### src/rtl/fetch_redirect_unit.sv
// Instruction-fetch front end: owns the fetch PC, runs the instruction-memory
// read handshake, buffers fetched words for decode and restarts fetch at the
// resolved target when a taken branch/jump redirects the stream.
// Optional build macro FETCH_MISALIGN_TRAP_EN: misaligned redirect targets
// raise target_misaligned and park the unit in HALT instead of having their
// low two bits cleared.

package branch_decoder_unit_pkg;
  typedef enum logic {
    PcPlus4             = 1'b0,
    PcOrReadDataPlusImm = 1'b1
  } pc_src_t;
endpackage

module fetch_redirect_unit
  import branch_decoder_unit_pkg::*;
#(
  parameter int               Width       = 32,
  parameter logic [Width-1:0] ResetVector = '0,
  parameter int               BufferDepth = 2
) (
  input  logic             clock,
  input  logic             reset,
  input  logic             redirect_valid,
  input  pc_src_t          pc_src,
  input  logic [Width-1:0] branch_target,
  output logic             mem_rd_en,
  output logic [Width-1:0] mem_addr,
  input  logic             mem_ack,
  input  logic [Width-1:0] mem_rd_data,
  output logic             inst_valid,
  input  logic             inst_ready,
  output logic [Width-1:0] inst,
  output logic [Width-1:0] inst_pc
`ifdef FETCH_MISALIGN_TRAP_EN
  ,
  output logic             target_misaligned
`endif
);

  localparam int            PtrW = $clog2(BufferDepth);
  localparam logic [PtrW:0] Full = (PtrW + 1)'(BufferDepth);

  typedef enum logic [1:0] {
    S_FETCH,
    S_STALL,
    S_DRAIN,
    S_HALT
  } state_t;

  state_t           state_q, state_d;
  logic [Width-1:0] pc_q, pc_d;
  logic [Width-1:0] addr_q, addr_d;
  logic             rd_en_q, rd_en_d;
  logic             misaligned_q, misaligned_d;
  logic [PtrW-1:0]  wr_ptr_q, wr_ptr_d;
  logic [PtrW-1:0]  rd_ptr_q, rd_ptr_d;
  logic [PtrW:0]    count_q, count_d;

  logic [Width-1:0] data_mem [BufferDepth];
  logic [Width-1:0] pc_mem   [BufferDepth];

  logic             redirect;
  logic             accept;
  logic             push;
  logic             pop;
  logic             bad_target;
  logic [Width-1:0] target;

  // A taken redirect cancels any push or pop that would otherwise happen this cycle.
  assign redirect = redirect_valid && (pc_src == PcOrReadDataPlusImm);
  assign accept   = rd_en_q && mem_ack;
  assign push     = accept && (state_q == S_FETCH) && !redirect;
  assign pop      = (count_q != '0) && inst_ready && !redirect;

`ifdef FETCH_MISALIGN_TRAP_EN
  assign target            = branch_target;
  assign bad_target        = (branch_target[1:0] != 2'b00);
  assign target_misaligned = misaligned_q;
`else
  logic unused_target_bits;
  assign target             = {branch_target[Width-1:2], 2'b00};
  assign bad_target         = 1'b0;
  assign unused_target_bits = ^branch_target[1:0];
`endif

  assign mem_rd_en  = rd_en_q;
  assign mem_addr   = addr_q;
  assign inst_valid = (count_q != '0);
  assign inst       = data_mem[rd_ptr_q];
  assign inst_pc    = pc_mem[rd_ptr_q];

  // Buffer occupancy and pointers; a redirect empties the buffer outright.
  always_comb begin
    wr_ptr_d = wr_ptr_q;
    rd_ptr_d = rd_ptr_q;
    count_d  = count_q;
    if (redirect) begin
      wr_ptr_d = '0;
      rd_ptr_d = '0;
      count_d  = '0;
    end else begin
      if (push) wr_ptr_d = wr_ptr_q + PtrW'(1);
      if (pop)  rd_ptr_d = rd_ptr_q + PtrW'(1);
      count_d = count_q + (PtrW + 1)'(push) - (PtrW + 1)'(pop);
    end
  end

  // Fetch sequencing: next state, PC and the registered request outputs.
  always_comb begin
    state_d      = state_q;
    pc_d         = pc_q;
    misaligned_d = misaligned_q;
    case (state_q)
      S_FETCH: begin
        if (accept) pc_d = pc_q + Width'(4);
        // Only a push can fill the buffer, so no request is open when stalling.
        if (count_d == Full) state_d = S_STALL;
      end
      S_STALL: if (pop) state_d = S_FETCH;
      // The outstanding word is dropped; pc already holds the redirect target.
      S_DRAIN: if (accept) state_d = misaligned_q ? S_HALT : S_FETCH;
      default: ;
    endcase
    if (redirect) begin
      pc_d         = target;
      misaligned_d = bad_target;
      if (rd_en_q && !mem_ack) state_d = S_DRAIN;
      else                     state_d = bad_target ? S_HALT : S_FETCH;
    end
    rd_en_d = (state_d == S_FETCH) || (state_d == S_DRAIN);
    // While draining the old request address must stay on the bus until ack.
    addr_d  = (state_d == S_DRAIN) ? addr_q : pc_d;
  end

  // Control and pointer registers.
  always_ff @(posedge clock or posedge reset) begin
    if (reset) begin
      state_q      <= S_FETCH;
      pc_q         <= ResetVector;
      addr_q       <= ResetVector;
      rd_en_q      <= 1'b0;
      misaligned_q <= 1'b0;
      wr_ptr_q     <= '0;
      rd_ptr_q     <= '0;
      count_q      <= '0;
    end else begin
      state_q      <= state_d;
      pc_q         <= pc_d;
      addr_q       <= addr_d;
      rd_en_q      <= rd_en_d;
      misaligned_q <= misaligned_d;
      wr_ptr_q     <= wr_ptr_d;
      rd_ptr_q     <= rd_ptr_d;
      count_q      <= count_d;
    end
  end

  // Buffer storage; occupancy gates inst_valid so the contents need no reset.
  always_ff @(posedge clock) begin
    if (push) begin
      data_mem[wr_ptr_q] <= mem_rd_data;
      pc_mem[wr_ptr_q]   <= addr_q;
    end
  end

endmodule
### config.mk
export PLATFORM = sky130hd
export DESIGN_NAME = fetch_redirect_unit
export DESIGN_NICKNAME = d
export VERILOG_FILES = /design/src/rtl/fetch_redirect_unit.sv
export SDC_FILE = /design/constraint.sdc
export NUM_CORES = 1
export LEC_CHECK = 0
export ABC_AREA = 1
export CORE_ASPECT_RATIO = 0.7
export CORE_MARGIN = 3
export CORE_UTILIZATION = 30
export DETAILED_ROUTE_END_ITERATION = 8
export PLACE_DENSITY = 0.62
export SYNTH_ARGS = -nofsm -noshare
export SYNTH_HDL_FRONTEND = slang
export SYNTH_SLANG_ARGS = --single-unit
### constraint.sdc
create_clock -name clock -period 5.2 [get_ports clock]
set_input_delay 0.52 -clock clock [delete_from_list [all_inputs] [get_ports clock]]
set_output_delay 0.52 -clock clock [all_outputs]
set_load 0.05 [all_outputs]
=== Word level (Yosys, flattened, before mapping) ===
Memory sizes are Yosys's and may differ from the RTL's.
Cells that the tools add are included.

* Add/subtract/negate cells: 5
* Multipliers: 0
* Divide/modulo/power cells: 0
* Order comparisons: 0
* Equal/unequal tests: 4
* Shift operators: 0
* Muxes and demuxes: 16
* Bitwise operators: 0
* Reduce and logical (&&, ||, !) cells: 15

{| class="wikitable"
|+ Operators with widths
! cell !! number
|-
| 32-bit 2-to-1 mux || 3
|-
| 32-bit by 3-bit adder with 32-bit output, second input constant || 1
|-
| 2-bit 2-to-1 mux || 6
|-
| 1-bit logical AND || 7
|-
| 2-bit == test, second input constant || 3
|-
| 1-bit 2-to-1 mux || 6
|-
| 2-bit case mux with 3 select lines || 1
|-
| 2-bit nonzero test || 3
|-
| 2-bit logical NOT || 2
|-
| 1-bit adder, second input constant || 2
|-
| 2-bit by 1-bit adder with 2-bit output || 1
|-
| 2-bit by 1-bit == test with 1-bit output, second input constant || 1
|-
| 1-bit logical NOT || 2
|-
| 2-bit by 1-bit subtractor with 2-bit output || 1
|-
| 1-bit logical OR || 1
|}

* Bits in registers: 71
* Bits in latches: 0
* Memory bits (writable): 128
* Bits in read-only memories: 0
* Bits of input ports: 70
* Output and inout bits: 98
* Word-level logic and storage cells: 49
* Memories: 2

{| class="wikitable"
|+ Memory list
! name !! words !! width !! read ports !! clocked after memory_dff !! wr ports !! RTL line !! text
|-
| data_mem || 2 || 32 || 1 || 0 || 1 || 60 || <nowiki>logic [Width-1:0] data_mem [BufferDepth];</nowiki>
|-
| pc_mem || 2 || 32 || 1 || 0 || 1 || 61 || <nowiki>logic [Width-1:0] pc_mem [BufferDepth];</nowiki>
|}

=== Longest topological paths before layout ===
* Word-level depth: 12
* Mapped depth: 14
* Gate-level depth less buffers: 13

=== Worst setup path before layout ===
No wires, ideal clock.

* Path kind: register to register
* Start point: register rd_en_q, in the netlist mem_rd_en
* End point: memory data_mem[0][0], enable pin
* Library setup time: 0.486 ns
* Arrival time: 3.896 ns
* Required time: 4.714 ns
* Path slack: 0.818 ns
* Cell stages (with the launch flop): 6
* Path buffers: 1
* Clock period less this slack: 4.382 ns
* Path through: dfrtp_1 -> nand2_1 -> nor2_4 -> buf_6 -> nand2_1 -> nor2_1

* Cells in the longest elaborated chain, start to end: 5

{| class="wikitable"
|+ Ends and longest elaborated chain
! element !! RTL line !! text
|-
| start, declared || 54 || <nowiki>logic rd_en_q, rd_en_d;</nowiki>
|-
| start signal, assigned || 151 || <nowiki>rd_en_q <= rd_en_d;</nowiki>
|-
| 1-bit logical AND || 72 || <nowiki>assign accept = rd_en_q && mem_ack;</nowiki>
|-
| 1-bit logical AND (2 in series) || 73 || <nowiki>assign push = accept && (state_q == S_FETCH) && !redirect;</nowiki>
|-
| 1-bit 2-to-1 mux || 161 || <nowiki>if (push) begin</nowiki>
|-
| 1-bit 2-to-1 mux (implied by the code) || 162 || <nowiki>data_mem[wr_ptr_q] <= mem_rd_data;</nowiki>
|-
| end, declared || 60 ||
|}

Every way passes these cells.

=== Final worst setup path ===
* Start point: register rd_ptr_q
* End point: output port inst[5]

* Cells in the longest elaborated chain, start to end: 1

{| class="wikitable"
|+ Ends and longest elaborated chain
! element !! RTL line !! text
|-
| start, declared || 57 || <nowiki>logic [PtrW-1:0] rd_ptr_q, rd_ptr_d;</nowiki>
|-
| start signal, assigned || 154 || <nowiki>rd_ptr_q <= rd_ptr_d;</nowiki>
|-
| memory read 2 x 32 bit || - ||
|-
| end, declared || 33 || <nowiki>output logic [Width-1:0] inst,</nowiki>
|}

Every way passes these cells.

==> impl_metrics.json <==
{
  "multiInputGateArea_sq_mm": 0.002490,
  "layout.cells.non_filler": 1378,
  "intPower_mw": 3.507,
  "max-slew-margin-rel_pct": 39.05,
  "cts_setup_buffers": 0,
  "finalWirelength_microns": 21280,
  "slowest_delay_ns": 0.80,
  "fin_tns_setup_ns": 0,
  "detailed_place_hpwl_microns": 14480,
  "cts_tree": "built",
  "worst_pin_slew_ns": 0.9142,
  "htree_levels": 4,
  "synth.most_common_cell": "nand2_1",
  "ys_top_cells_by_count": "377 x nand2_1, 128 x edfxtp_1, 71 x dfrtp_1",
  "fp.dieH_microns": 146.0,
  "hold_ws_ns": 0.4868,
  "clk_latency_ns": 0.44,
  "antenna_left": 0,
  "final.setup_skew_ns": 0.01509,
  "p_leak_nw": 4.618,
  "grt_max_degree": 65,
  "io_buffer_count": 165,
  "root_buffer": "clkbuf_16",
  "worstSetupStartpoint": "rd_ptr_q",
  "wl_met3_microns": 1486,
  "fillers": 2674,
  "layout-drive-gt1-share_pct": 8.284,
  "core-area_sq_mm": 0.02715,
  "vias": 6093,
  "status": "complete, no violations",
  "cts_buffer_depth": 2,
  "finalPower_mw": 6.247,
  "postLayoutCellArea_sq_mm": 0.01106,
  "synth_edf_count": 128,
  "drt_iter0_markers": 403,
  "syn_avg_cell_area_sq_um": 10.07,
  "worst_setup_path_end_kind": "primary output",
  "cp_max_fo": 45,
  "hold_class": "reg2reg",
  "netlist.area_leader.share_pct": 45.75,
  "yosysWarningCount": 0,
  "min_period_over_period_pct": 65.76,
  "grt_antenna_before_repair": 3,
  "ios": 168,
  "wl_met2_microns": 8797,
  "diodes": 0,
  "initial_core_util_pct": 30.94,
  "met1Wirelength_microns": 10790,
  "power.switching_mw": 2.740,
  "pre_cts_ws_ns": 2.060,
  "grt_remaining_overflow": 0,
  "synth_nets": 907,
  "power.density_mw_per_mm2": 565.0,
  "seq_power_share_pct": 35.1,
  "synth_cell_type_count": 34,
  "die_w_microns": 206.0,
  "cts.sinks": 199,
  "seqCellArea_sq_mm": 0.005622,
  "post_drt_wl_per_cell_microns": 15.44,
  "grt_usage_pct": 14.78,
  "placed_cells": 1346,
  "synth_area_sq_mm": 0.008402,
  "swShare_pct": 43.87,
  "min_from": "pc_q[0]",
  "crit_type": "reg2out",
  "vdd_drop_max_mv": 0.3312,
  "viasPerCell": 4.422,
  "combPwrFrac_pct": 43.8,
  "netlist_top_cells_area": "edfxtp_1 46%, dfrtp_1 21%, nand2_1 17%",
  "finalHoldViolations": 0,
  "syn_inst": 834,
  "finalCriticalPeriod_ns": 3.419,
  "r2r_setup_slack_ns": 2.80,
  "numCtsBuffers": 17,
  "ys_seq_area_share_pct": 66.90,
  "place_area_sq_mm": 0.01048,
  "synth_flop_cell": "edfxtp_1",
  "post-route-util_pct": 40.72,
  "async_flop_share_pct": 35.68,
  "first_global_vias": 6029,
  "timing.final.ws_setup_ns": 1.781,
  "rsz0062_at_grt": "false",
  "final_nets": 1074,
  "syn2layout_area_growth_pct": 31.60,
  "setup_viol_count_final": 0,
  "dr.pass1.iters": 4,
  "synth_top_area_cell": "edfxtp_1",
  "row_count": 50,
  "cp.arrival_ns": 2.90,
  "cts_resized": 0,
  "ys_ff_latch": 199,
  "clk_transition_reported_paths_ns": 0.08,
  "drc": 0,
  "critPathMostFrequentCell": "nand2_1",
  "top_layer_used": "met5",
  "grt_pass1_wl_microns": 34010,
  "clkPwrFrac_pct": 21.1,
  "timing.fmax_mhz": 292.5,
  "gp_congestion": 0.9358,
  "die_area_sq_mm": 0.03008,
  "slew_violations": 0,
  "path_cells": "inv_2 -> buf_4 -> nand2_1 -> nand2_1 -> clkdlybuf4s50_1",
  "cts_hold_buf": 0,
  "startpoint_type": "flop",
  "drv_cap": 0,
  "required_ns": 4.68,
  "slowest_stage": "clkdlybuf4s50_1"
}
-- final timing paths --
| check | to | cells past startpoint |
|---|---|---|
| min reg2reg | pc_q[0] | 2 |
| max | inst[5] | 5 |
| max reg2reg | mem_rd_en | 12 |
| min in group asynchronous | rd_ptr_q | 2 |
| min | pc_q[0] | 2 |
| max in group asynchronous | mem_addr[4] | 3 |
-- cells by family after synthesis --
| family | count (synthesis) | share of synthesized area, % |
|---|---|---|
| and+or+nand+nor | 511 | 25.30 |
| DFF | 199 | 66.90 |
| buffers and inverters | 76 | 3.648 |
| AOI/OAI and AO/OA | 35 | 2.666 |
| xor gates and xnor gates | 10 | 1.042 |
| adders and majority gates | 3 | 0.4468 |
-- cell usage in the layout, fill, tap and decap left out, drive strengths merged --
master and count:
a211oi 1, a21boi 9, a21oi 4, a31oi 4, and2 4, buf 10, bufinv 1, clkbuf 18
clkdlybuf4s50 165, clkinv 6, clkinvlp 1, dfrtp 71, edfxtp 128, ha 3, inv 55, nand2 381
nand3 43, nand3b 1, nand4 12, nor2 47, nor3 8, o21ai 14, o21bai 3, or2 15
xnor2 4, xor2 6
-- area by class of cell --
type | instances | share of cell area (%)
flip-flops and latches | 199 | 50.84
multi-input cells | 559 | 22.52
repair buffers | 175 | 15.62
well taps | 364 | 4.119
clock buffers | 18 | 3.972
inverters | 49 | 1.686
clock inverters | 14 | 1.245
-- power groups by stage --
stage	Combinational (mW)	Clock, mW	Sequential, mW
after floorplan	1.58	0	2.44
after global placement	2.77	0	2.22
after detailed placement	2.77	0	2.23
after CTS	2.78	1.36	2.20
after global routing	2.94	1.43	2.23
final	2.74	1.32	2.19
-- state kept, by name, indices dropped and copies added (netlist names), 2 cells and up, named ones only --
signal,cells
data_mem,64
pc_mem,64
mem_addr,32
pc_q,32
count_q,2
-- per-layer routing --
layer / GRT usage, % / up-vias
met1: 22.24 / 2871
met5: 0 / -
met3: 4.769 / 19
met4: 3.086 / 6
met2: 20.82 / 151
li1: - / 3046
-- worst max-delay path, delay by kind of cell (launching register included) --
| kind | cells | cell delay [ns] |
|---|---|---|
| flops | 1 | 0.41 |
| buf+inv | 3 | 1.86 |
| simple gates | 2 | 0.17 |
Power figures use the tool's default switching activity.
==> RTL change, RTL diff (same settings) <==
Change the parameter `Width` from 32 to 64.
--- a/src/rtl/fetch_redirect_unit.sv
+++ b/src/rtl/fetch_redirect_unit.sv
@@ -17,3 +17,3 @@
 #(
-  parameter int               Width       = 32,
+  parameter int               Width       = 64,
   parameter logic [Width-1:0] ResetVector = '0,
Ports: changed (5 resized); port bits go from 168 to 328. No check against the original RTL was run, so the function may have changed too.
==> RTL change against the original RTL <==
Area after synthesis increased by 100%; count of clock-buffer cells in the layout increased by 32; synthesized cell count grew 110%; clock skew grew 0.0066 ns; sequential cell count grew 192; highest routed layer unchanged; total power up 100%; final area up 100%; via count increased by 110%; worst setup slack lost 0.67 ns; routed wire length up 130%; critical endpoint is now inst_pc[15].
==> RTL change: results (changes against the original RTL) <==
worst setup path startpoint rd_ptr_q$_DFFE_PP0P_ (unchanged); Routed WL per cell 17.4 um (was 15.4 um); count of H-tree levels built during CTS 2 (was 4); Longest Clk Path Bufs 3 (was 2); 1st-pass router iterations 5 (was 4); worst-margin pin slew 1.09 ns (was 0.914 ns); all-layer global routing usage 16.1% (was 14.8%); leading cell types by total area after synthesis edfxtp_1 45%, dfrtp_1 20%, nand2_1 17% (was edfxtp_1 46%, dfrtp_1 21%, nand2_1 17%); share of flip-flops with an asynchronous set or reset after synthesis 34.5% (was 35.7%); register-to-register setup slack 2.82 ns (was 2.80 ns); static leakage 9.29 nW (was 4.62 nW); number of gates resized after cts 0 (unchanged); Synth Instances 1723 (was 834); Clk Latency, worst-skew pair 0.57 ns (was 0.44 ns); detailed-placement wirelength estimate 34300 um (was 14500 um); top flop regs data_mem x128, pc_mem x128 (was data_mem x64, pc_mem x64); peak ir drop on the vdd network 318 uV (was 331 uV); number of enable flip-flop cells after synthesis 256 (was 128); clk slew on worst S/H paths 0.06 ns (was 0.08 ns); share of the yosys chip area belonging to registers 65.3% (was 66.9%); pin count of the biggest net entering global routing 130 (was 65); fin cells 2816 (was 1378); first-pass GRT wire length 74300 um (was 34000 um); DRC violation total after the first TritonRoute iteration 756 (was 403); count of port buffers added during placement 325 (was 165); TritonCTS buffer count 41 (was 17); worst min path class input pin to asynchronous set/reset pin (was flop to flop); nets in the synthesized netlist 1860 (was 907); number of post-CTS setup repair buffers 0 (unchanged); initial antenna violation count 7 (was 3); most instantiated cells after synthesis 775 x nand2_1, 256 x edfxtp_1, 135 x dfrtp_1, 98 x inv_1, 93 x nor2_1 (was 377 x nand2_1, 128 x edfxtp_1, 71 x dfrtp_1, 43 x inv_1, 42 x nand3_1); number of library cell types mapped by synthesis 37 (was 34); Worst Clk Skew 0.0217 ns (was 0.0151 ns); worst-case hold slack 0.406 ns (was 0.487 ns); Placed Instances 2741 (was 1346); proportion of layout cells with a drive suffix above 1 7.61% (was 8.28%); vias after detailed routing 12600 (was 6093); Placer Congestion 0.878 (was 0.936); number of remaining DRC errors 0 (unchanged); Post-Place Worst Slack 1.58 ns (was 2.06 ns); Root Driver clkbuf_16 (unchanged); Worst Path Max Fanout 82 (was 45); warning count from the yosys run 0 (unchanged); final setup slack of the worst path 1.11 ns (was 1.78 ns); net count of the finished layout 2181 (was 1074); status complete, no violations (unchanged); WP data arrival 3.57 ns (was 2.90 ns)
==> RTL change: cell types whose count changed after synthesis, moves of 24 or more <==
cell / before / now
nor2_1: 36 / 93
dfrtp_1: 71 / 135
clkbuf_1: 17 / 41
nand2_1: 377 / 775
inv_1: 43 / 98
edfxtp_1: 128 / 256
nand3_1: 42 / 87
==> RTL change: report_power, final <==
part	leakage [nW]	internal [mW]	switching (mW)
combinational	4.68	1.54	3.72
clock	0.676	1.79	1.25
sequential	3.93	3.97	0.409
total	9.29	7.30	5.38
==> RTL change: logic make-up after synthesis <==
kind of cell,after synthesis,share of synthesized area [%]
adder cells (fa/ha/maj),3,0.222
buffers and inverters,163,3.69
AND/OR/NAND/NOR,1067,26.6
XOR/XNOR,23,1.19
AO/OA/AOI/OAI,76,3.02
flip-flops,391,65.3
==> RTL change: final cells by class <==
type / instances / area [um2]
Sequential cell: 391 / 11100
Antenna cell: 1 / 2.50
Inverter: 105 / 402
Clock inverter: 24 / 295
Tap cell: 740 / 926
Fill cell: 5427 / 33100
Timing Repair Buffer: 336 / 3370
Multi-Input combinational cell: 1169 / 5280
Clock buffer: 50 / 1080
==> RTL change: routing by layer <==
layer	global-route usage (%)	part of all wire [%]	vias up
li1	-	-	6256
met1	22.7	48	6015
met2	25.0	44	297
met3	3.98	5.9	62
met4	3.78	1.6	10
met5	0	0.13	-
==> RTL change: final timing paths <==
path                                             to  depth (start not counted)
setup / recovery                        inst_pc[15]                          5
hold / removal             mem_addr[56]$_DFFE_PP0P_                          2
setup reg to reg                mem_rd_en$_DFF_PP0_                         13
hold reg to reg                   pc_q[0]$_DFF_PP0_                          2
max in group asynchronous  mem_addr[51]$_DFFE_PP0P_                          3
min in group clock                pc_q[0]$_DFF_PP0_                          2
==> RTL change: metrics by stage <==
step	area, um2	utilization, %
after floorplan	16900	-
after global placement	21000	37.9
after detailed placement	21000	37.9
after CTS	22400	40.4
after global routing	22400	40.4
final	22400	40.4
==> RTL change: critical path, cell delays in order, from the launching register on <==
cell,delay [ns]
dfrtp_4,0.72
inv_4,0.74
buf_4,0.45
nand2_1,0.09
nand2_1,0.11
clkdlybuf4s50_1,0.82
